[src/rtl/step_ctrl.sv]
// Single-step / run / breakpoint controller for a datapath PC.
// Debounces a raw push-button and gates the datapath advance enable (pc_en).
module step_ctrl #(
  parameter int PC_W            = 16,
  parameter int CNT_W           = 16,
  parameter int DEBOUNCE_CYCLES = 4,
  parameter int STEP_BURST      = 1
) (
  input  logic             clk,
  input  logic             rst,
  input  logic             btn,
  input  logic [1:0]       mode,
  input  logic             bp_en,
  input  logic [PC_W-1:0]  bp_addr,
  input  logic [PC_W-1:0]  pc,
  output logic             pc_en,
  output logic             halted,
  output logic             btn_pulse,
  output logic             bp_hit,
  output logic [CNT_W-1:0] step_count
);

  localparam logic [1:0]  MODE_HALT   = 2'b00;
  localparam logic [1:0]  MODE_STEP   = 2'b01;
  localparam logic [1:0]  MODE_RUN_BP = 2'b11;
  localparam logic [15:0] DB_LAST     = 16'(DEBOUNCE_CYCLES - 1);
  localparam logic [7:0]  BURST_LAST  = 8'(STEP_BURST - 1);

  typedef enum logic [1:0] {
    ST_IDLE  = 2'b00,
    ST_BURST = 2'b01,
    ST_RUN   = 2'b10,
    ST_BREAK = 2'b11
  } state_t;

  logic             sync1_q, sync1_d;
  logic             sync2_q, sync2_d;
  logic             db_q, db_d;
  logic [15:0]      db_cnt_q, db_cnt_d;
  logic             btn_pulse_q, btn_pulse_d;
  state_t           state_q, state_d;
  logic [7:0]       burst_cnt_q, burst_cnt_d;
  logic             skip_q, skip_d;
  logic [1:0]       mode_q, mode_d;
  logic [CNT_W-1:0] step_count_q, step_count_d;
  logic             bp_match;
  logic             pc_en_s;

  // State register: every flop of the block, synchronous reset.
  always_ff @(posedge clk) begin
    if (rst) begin
      sync1_q      <= 1'b0;
      sync2_q      <= 1'b0;
      db_q         <= 1'b0;
      db_cnt_q     <= 16'd0;
      btn_pulse_q  <= 1'b0;
      state_q      <= ST_IDLE;
      burst_cnt_q  <= 8'd0;
      skip_q       <= 1'b0;
      mode_q       <= MODE_HALT;
      step_count_q <= '0;
    end else begin
      sync1_q      <= sync1_d;
      sync2_q      <= sync2_d;
      db_q         <= db_d;
      db_cnt_q     <= db_cnt_d;
      btn_pulse_q  <= btn_pulse_d;
      state_q      <= state_d;
      burst_cnt_q  <= burst_cnt_d;
      skip_q       <= skip_d;
      mode_q       <= mode_d;
      step_count_q <= step_count_d;
    end
  end

  // Synchroniser and debouncer; the press pulse fires as the level rises.
  always_comb begin
    sync1_d     = btn;
    sync2_d     = sync1_q;
    db_d        = db_q;
    db_cnt_d    = 16'd0;
    btn_pulse_d = 1'b0;
    if (sync2_q != db_q) begin
      if (db_cnt_q == DB_LAST) begin
        db_d        = sync2_q;
        btn_pulse_d = sync2_q;
      end else begin
        db_cnt_d = db_cnt_q + 16'd1;
      end
    end else begin
      db_cnt_d = 16'd0;
    end
  end

  // skip_q lets the single resume cycle out of BREAK step past the matching PC.
  assign bp_match = bp_en && (pc == bp_addr) && (mode == MODE_RUN_BP) && !skip_q;

  // Next-state logic: HALT and mode changes take priority over button pulses.
  always_comb begin
    state_d     = state_q;
    burst_cnt_d = burst_cnt_q;
    skip_d      = 1'b0;
    mode_d      = mode;
    if (mode == MODE_HALT) begin
      state_d     = ST_IDLE;
      burst_cnt_d = 8'd0;
    end else if (mode != mode_q) begin
      state_d     = mode[1] ? ST_RUN : ST_IDLE;
      burst_cnt_d = 8'd0;
    end else begin
      case (state_q)
        ST_IDLE: begin
          burst_cnt_d = 8'd0;
          if ((mode == MODE_STEP) && btn_pulse_q) begin
            state_d = ST_BURST;
          end else if (mode[1]) begin
            state_d = ST_RUN;
          end else begin
            state_d = ST_IDLE;
          end
        end
        ST_BURST: begin
          if (burst_cnt_q == BURST_LAST) begin
            state_d     = ST_IDLE;
            burst_cnt_d = 8'd0;
          end else begin
            state_d     = ST_BURST;
            burst_cnt_d = burst_cnt_q + 8'd1;
          end
        end
        ST_RUN: begin
          if (!mode[1]) begin
            state_d = ST_IDLE;
          end else if (bp_match) begin
            state_d = ST_BREAK;
          end else begin
            state_d = ST_RUN;
          end
        end
        ST_BREAK: begin
          if (btn_pulse_q) begin
            state_d = ST_RUN;
            skip_d  = 1'b1;
          end else begin
            state_d = ST_BREAK;
          end
        end
        default: begin
          state_d     = ST_IDLE;
          burst_cnt_d = 8'd0;
        end
      endcase
    end
  end

  // Output logic: pc_en drops combinationally on a breakpoint match.
  always_comb begin
    pc_en_s = 1'b0;
    if (mode == MODE_HALT) begin
      pc_en_s = 1'b0;
    end else begin
      case (state_q)
        ST_BURST: pc_en_s = 1'b1;
        ST_RUN:   pc_en_s = !bp_match;
        default:  pc_en_s = 1'b0;
      endcase
    end
    step_count_d = step_count_q + {{(CNT_W-1){1'b0}}, pc_en_s};
  end

  assign pc_en      = pc_en_s;
  assign halted     = !pc_en_s;
  assign btn_pulse  = btn_pulse_q;
  assign bp_hit     = (state_q == ST_BREAK);
  assign step_count = step_count_q;

endmodule

[config.mk]
export PLATFORM = sky130hd
export DESIGN_NAME = step_ctrl
export DESIGN_NICKNAME = d
export VERILOG_FILES = /design/src/rtl/step_ctrl.sv
export SDC_FILE = /design/constraint.sdc
export NUM_CORES = 1
export LEC_CHECK = 0
export CAP_MARGIN = 10
export CORE_MARGIN = 1.5
export CORE_UTILIZATION = 55
export CTS_BUF_LIST = sky130_fd_sc_hd__clkbuf_4
export DETAILED_ROUTE_END_ITERATION = 10
export GPL_TIMING_DRIVEN = 0
export MAX_ROUTING_LAYER = met4
export PLACE_DENSITY = 0.87
export SYNTH_ARGS = -nofsm -noshare
export SYNTH_HDL_FRONTEND = slang
export SYNTH_SLANG_ARGS = --single-unit
[constraint.sdc]
create_clock -name clk -period 4.7 [get_ports clk]
set_clock_uncertainty 0.05 [all_clocks]
set_input_delay 0.705 -clock clk [delete_from_list [all_inputs] [get_ports clk]]
set_output_delay 0.705 -clock clk [all_outputs]
set_load 0.02 [all_outputs]
==> out/metrics.cfg <==
[layout]
antennaDiodeCount = 0
nNetsFinal = 393
stdcell_count = 399
areaGrowthSynthToFinish_pct = 28.9
layout_common_cells = clkdlybuf4s50_1, dfxtp_1, nor2_1
drive_above_1_share = 0.0490
final_common_cell = clkdlybuf4s50_1

[power]
p_leak_nw = 1.11
fin_total_pwr_mw = 0.757
power_density_mw_per_mm2 = 238
ir_worst_vdd_mv = 0.225

[timing]
fin_crit_sh = 0.790
clock.fmax_mhz = 269
fin_worst_hold_slack_ps = 416
slew_headroom = 0.674
tns_ps = 0
fin_crit_ps = 3710
hold_violations = 0
setup_ws_ps = 986
drv_slew = 0
worst_slew_pin_slew_ps = 489
finalSetupViolations = 0
rsz0062_at_grt = no

[floorplanning]
io_pins = 58
die-area_mm2 = 0.00490
die_width_um = 70.0
fp.dieH_um = 70.0
fp-row-count = 24
core_area_mm2 = 0.00432
start_util = 0.571

[clock_tree]
postCtsHoldBufs = 0
postCtsSetupBuffers = 0
h-tree-depth = 2
cts_buffers = 5
cts_tree = built
cts.sinks = 49
cts_resized = 0
clock_latency_ps = 380
clkSlewWorstSetupHoldPaths_ps = 160
root_buffer = clkbuf_4
clk_path_buf_depth = 2

[critical_path]
critPathLaunchType = primary input
end_kind = primary output
crit_start = mode[1]
r2r-start = skip_q$_SDFF_PP0_
crit_fanout = 8
crit_path_end = halted
ff2ff_path_depth = 9
r2r-end = step_count[14]$_SDFF_PP0_
worstSetupPathType = in2out
r2r_setup_slack_ps = 2030
crit_required_ps = 3940
arrival_ps = 2960

[place]
io_buffer_count = 56
gp_congestion = 0.891
place_inst = 391
dpl_worst_slack_ps = 1010
hpwl_um = 4090

[logic_synthesis]
synth_cells = 283
synth_area_mm2 = 0.00247
synth.distinct_cells = 39
syn-num-nets = 330
ys_ff_latch = 49
syn-mean-instance-area_um2 = 8.73
yosysWarnings = 0
ys_seq_area_frac = 0.397

[run_status]
status = finished, final reports clean

[detailed_routing]
via_per_inst = 5.59
wl_per_cell_um = 13.6
drc_errors = 0
ant_nets = 0
detail_route.first_pass.iterations = 5
vias = 2230
drt_iter0_drc = 81
routed_wl_um = 5440

[global_routing]
met2_usage = 0.404
antenna_found_initial = 0
grt_pass1_vias = 2193
overflow = 0
grt.busiest_layer = met2
grt_max_degree = 18
gr-usage-met1 = 0.273
grt_pass1_wl_um = 9290
grt_util_met3 = 0.0505
grtUsageTotal = 0.236

[job]
max_cap_violations = 0

[min_path]
hold_path_class = reg2reg

==> layout make-up <==
cell class	count	area [µm²]
Buffer	7	31.3
Clock buffer	5	37.5
Clock inverter	3	50.0
Fill cell	334	1140
Inverter	7	26.3
Multi-Input combinational cell	220	1430
Sequential cell	49	981
Tap cell	52	65.1
Timing Repair Buffer	56	561
==> routing by layer <==
layer  vias to the layer above  routed length, µm
met5                         -                  0
met4                         0                 78
met3                        10                172
met2                        40               2730
met1                      1047               2460
li1                       1133                  -
==> cells by family after synthesis <==
family,share of synthesized area
flip-flops,0.397
adder cells (fa/ha/maj),0.0456
AND/OR/NAND/NOR,0.282
buffers and inverters,0.0233
multiplexers,0.0172
AO/OA/AOI/OAI,0.0937
XOR/XNOR,0.142
==> cell usage after synthesis, drive strengths merged <==
library cell,count,area [µm²]
or4,4,30.0
nor2b,10,62.6
mux2,2,22.5
o22ai,2,12.5
nand2b,3,18.8
and3,10,62.6
nand3b,3,22.5
o221a,1,11.3
buf,4,20.0
nand2,17,63.8
nand3,14,70.1
nand4,10,62.6
xnor2,13,114
o22a,1,8.76
a21boi,2,15.0
nor3,9,45.0
o21ai,8,40.0
dfxtp,49,981
nor4b,3,26.3
xor2,27,236
and4,1,8.76
a21oi,10,50.1
or2,2,12.5
a41oi,2,17.5
o31a,1,8.76
and2,1,6.26
nand4bb,1,11.3
a22oi,1,7.51
inv,7,26.3
mux2i,2,20.0
nor4,9,56.3
nor2,34,128
clkbuf,3,11.3
o31ai,1,7.51
ha,9,113
nand4b,1,8.76
a311oi,5,43.8
a31o,1,8.76
==> worst max-delay path, cell delays in order <==
cell	delay (ps)
clkdlybuf4s50_1	640
nand4b_1	150
nor4_1	440
nand2_1	130
o31ai_1	240
clkdlybuf4s50_1	660
==> worst min path at each step <==
stage	from	end	slack (ps)	cells after the start
2_1_floorplan	sync1_q$_SDFF_PP0_	sync2_q$_SDFF_PP0_	360	1
3_3_place_gp	sync1_q$_SDFF_PP0_	sync2_q$_SDFF_PP0_	370	1
3_5_place_dp	db_cnt_q[0]$_SDFF_PP0_	db_cnt_q[0]$_SDFF_PP0_	390	1
4_1_cts	sync1_q$_SDFF_PP0_	sync2_q$_SDFF_PP0_	420	1
5_1_grt	sync1_q$_SDFF_PP0_	sync2_q$_SDFF_PP0_	420	1
6_report	sync1_q$_SDFF_PP0_	sync2_q$_SDFF_PP0_	420	1
==> power by group <==
part | internal, mW | switching, mW | total, mW
logic | 0.0426 | 0.0286 | 0.0712
registers | 0.419 | 0.00247 | 0.421
clock network | 0.117 | 0.148 | 0.265
total | 0.578 | 0.179 | 0.757
==> metrics by stage <==
stage	util	area (µm²)
3_5_place_dp	0.716	3100
5_1_grt	0.736	3180
2_1_floorplan	-	2470
4_1_cts	0.736	3180
6_report	0.736	3180
3_3_place_gp	0.716	3100
==> state kept, by name (all words and copies together), names as in the netlist, named ones only <==
| register | flops |
|---|---|
| state_q | 1 |
| burst_cnt_q | 8 |
| sync2_q | 1 |
| skip_q | 1 |
| step_count | 16 |
| mode_q | 2 |
| db_cnt_q | 16 |
| sync1_q | 1 |
| btn_pulse | 1 |
| db_q | 1 |
No activity file was read; power rests on OpenSTA's default activity.
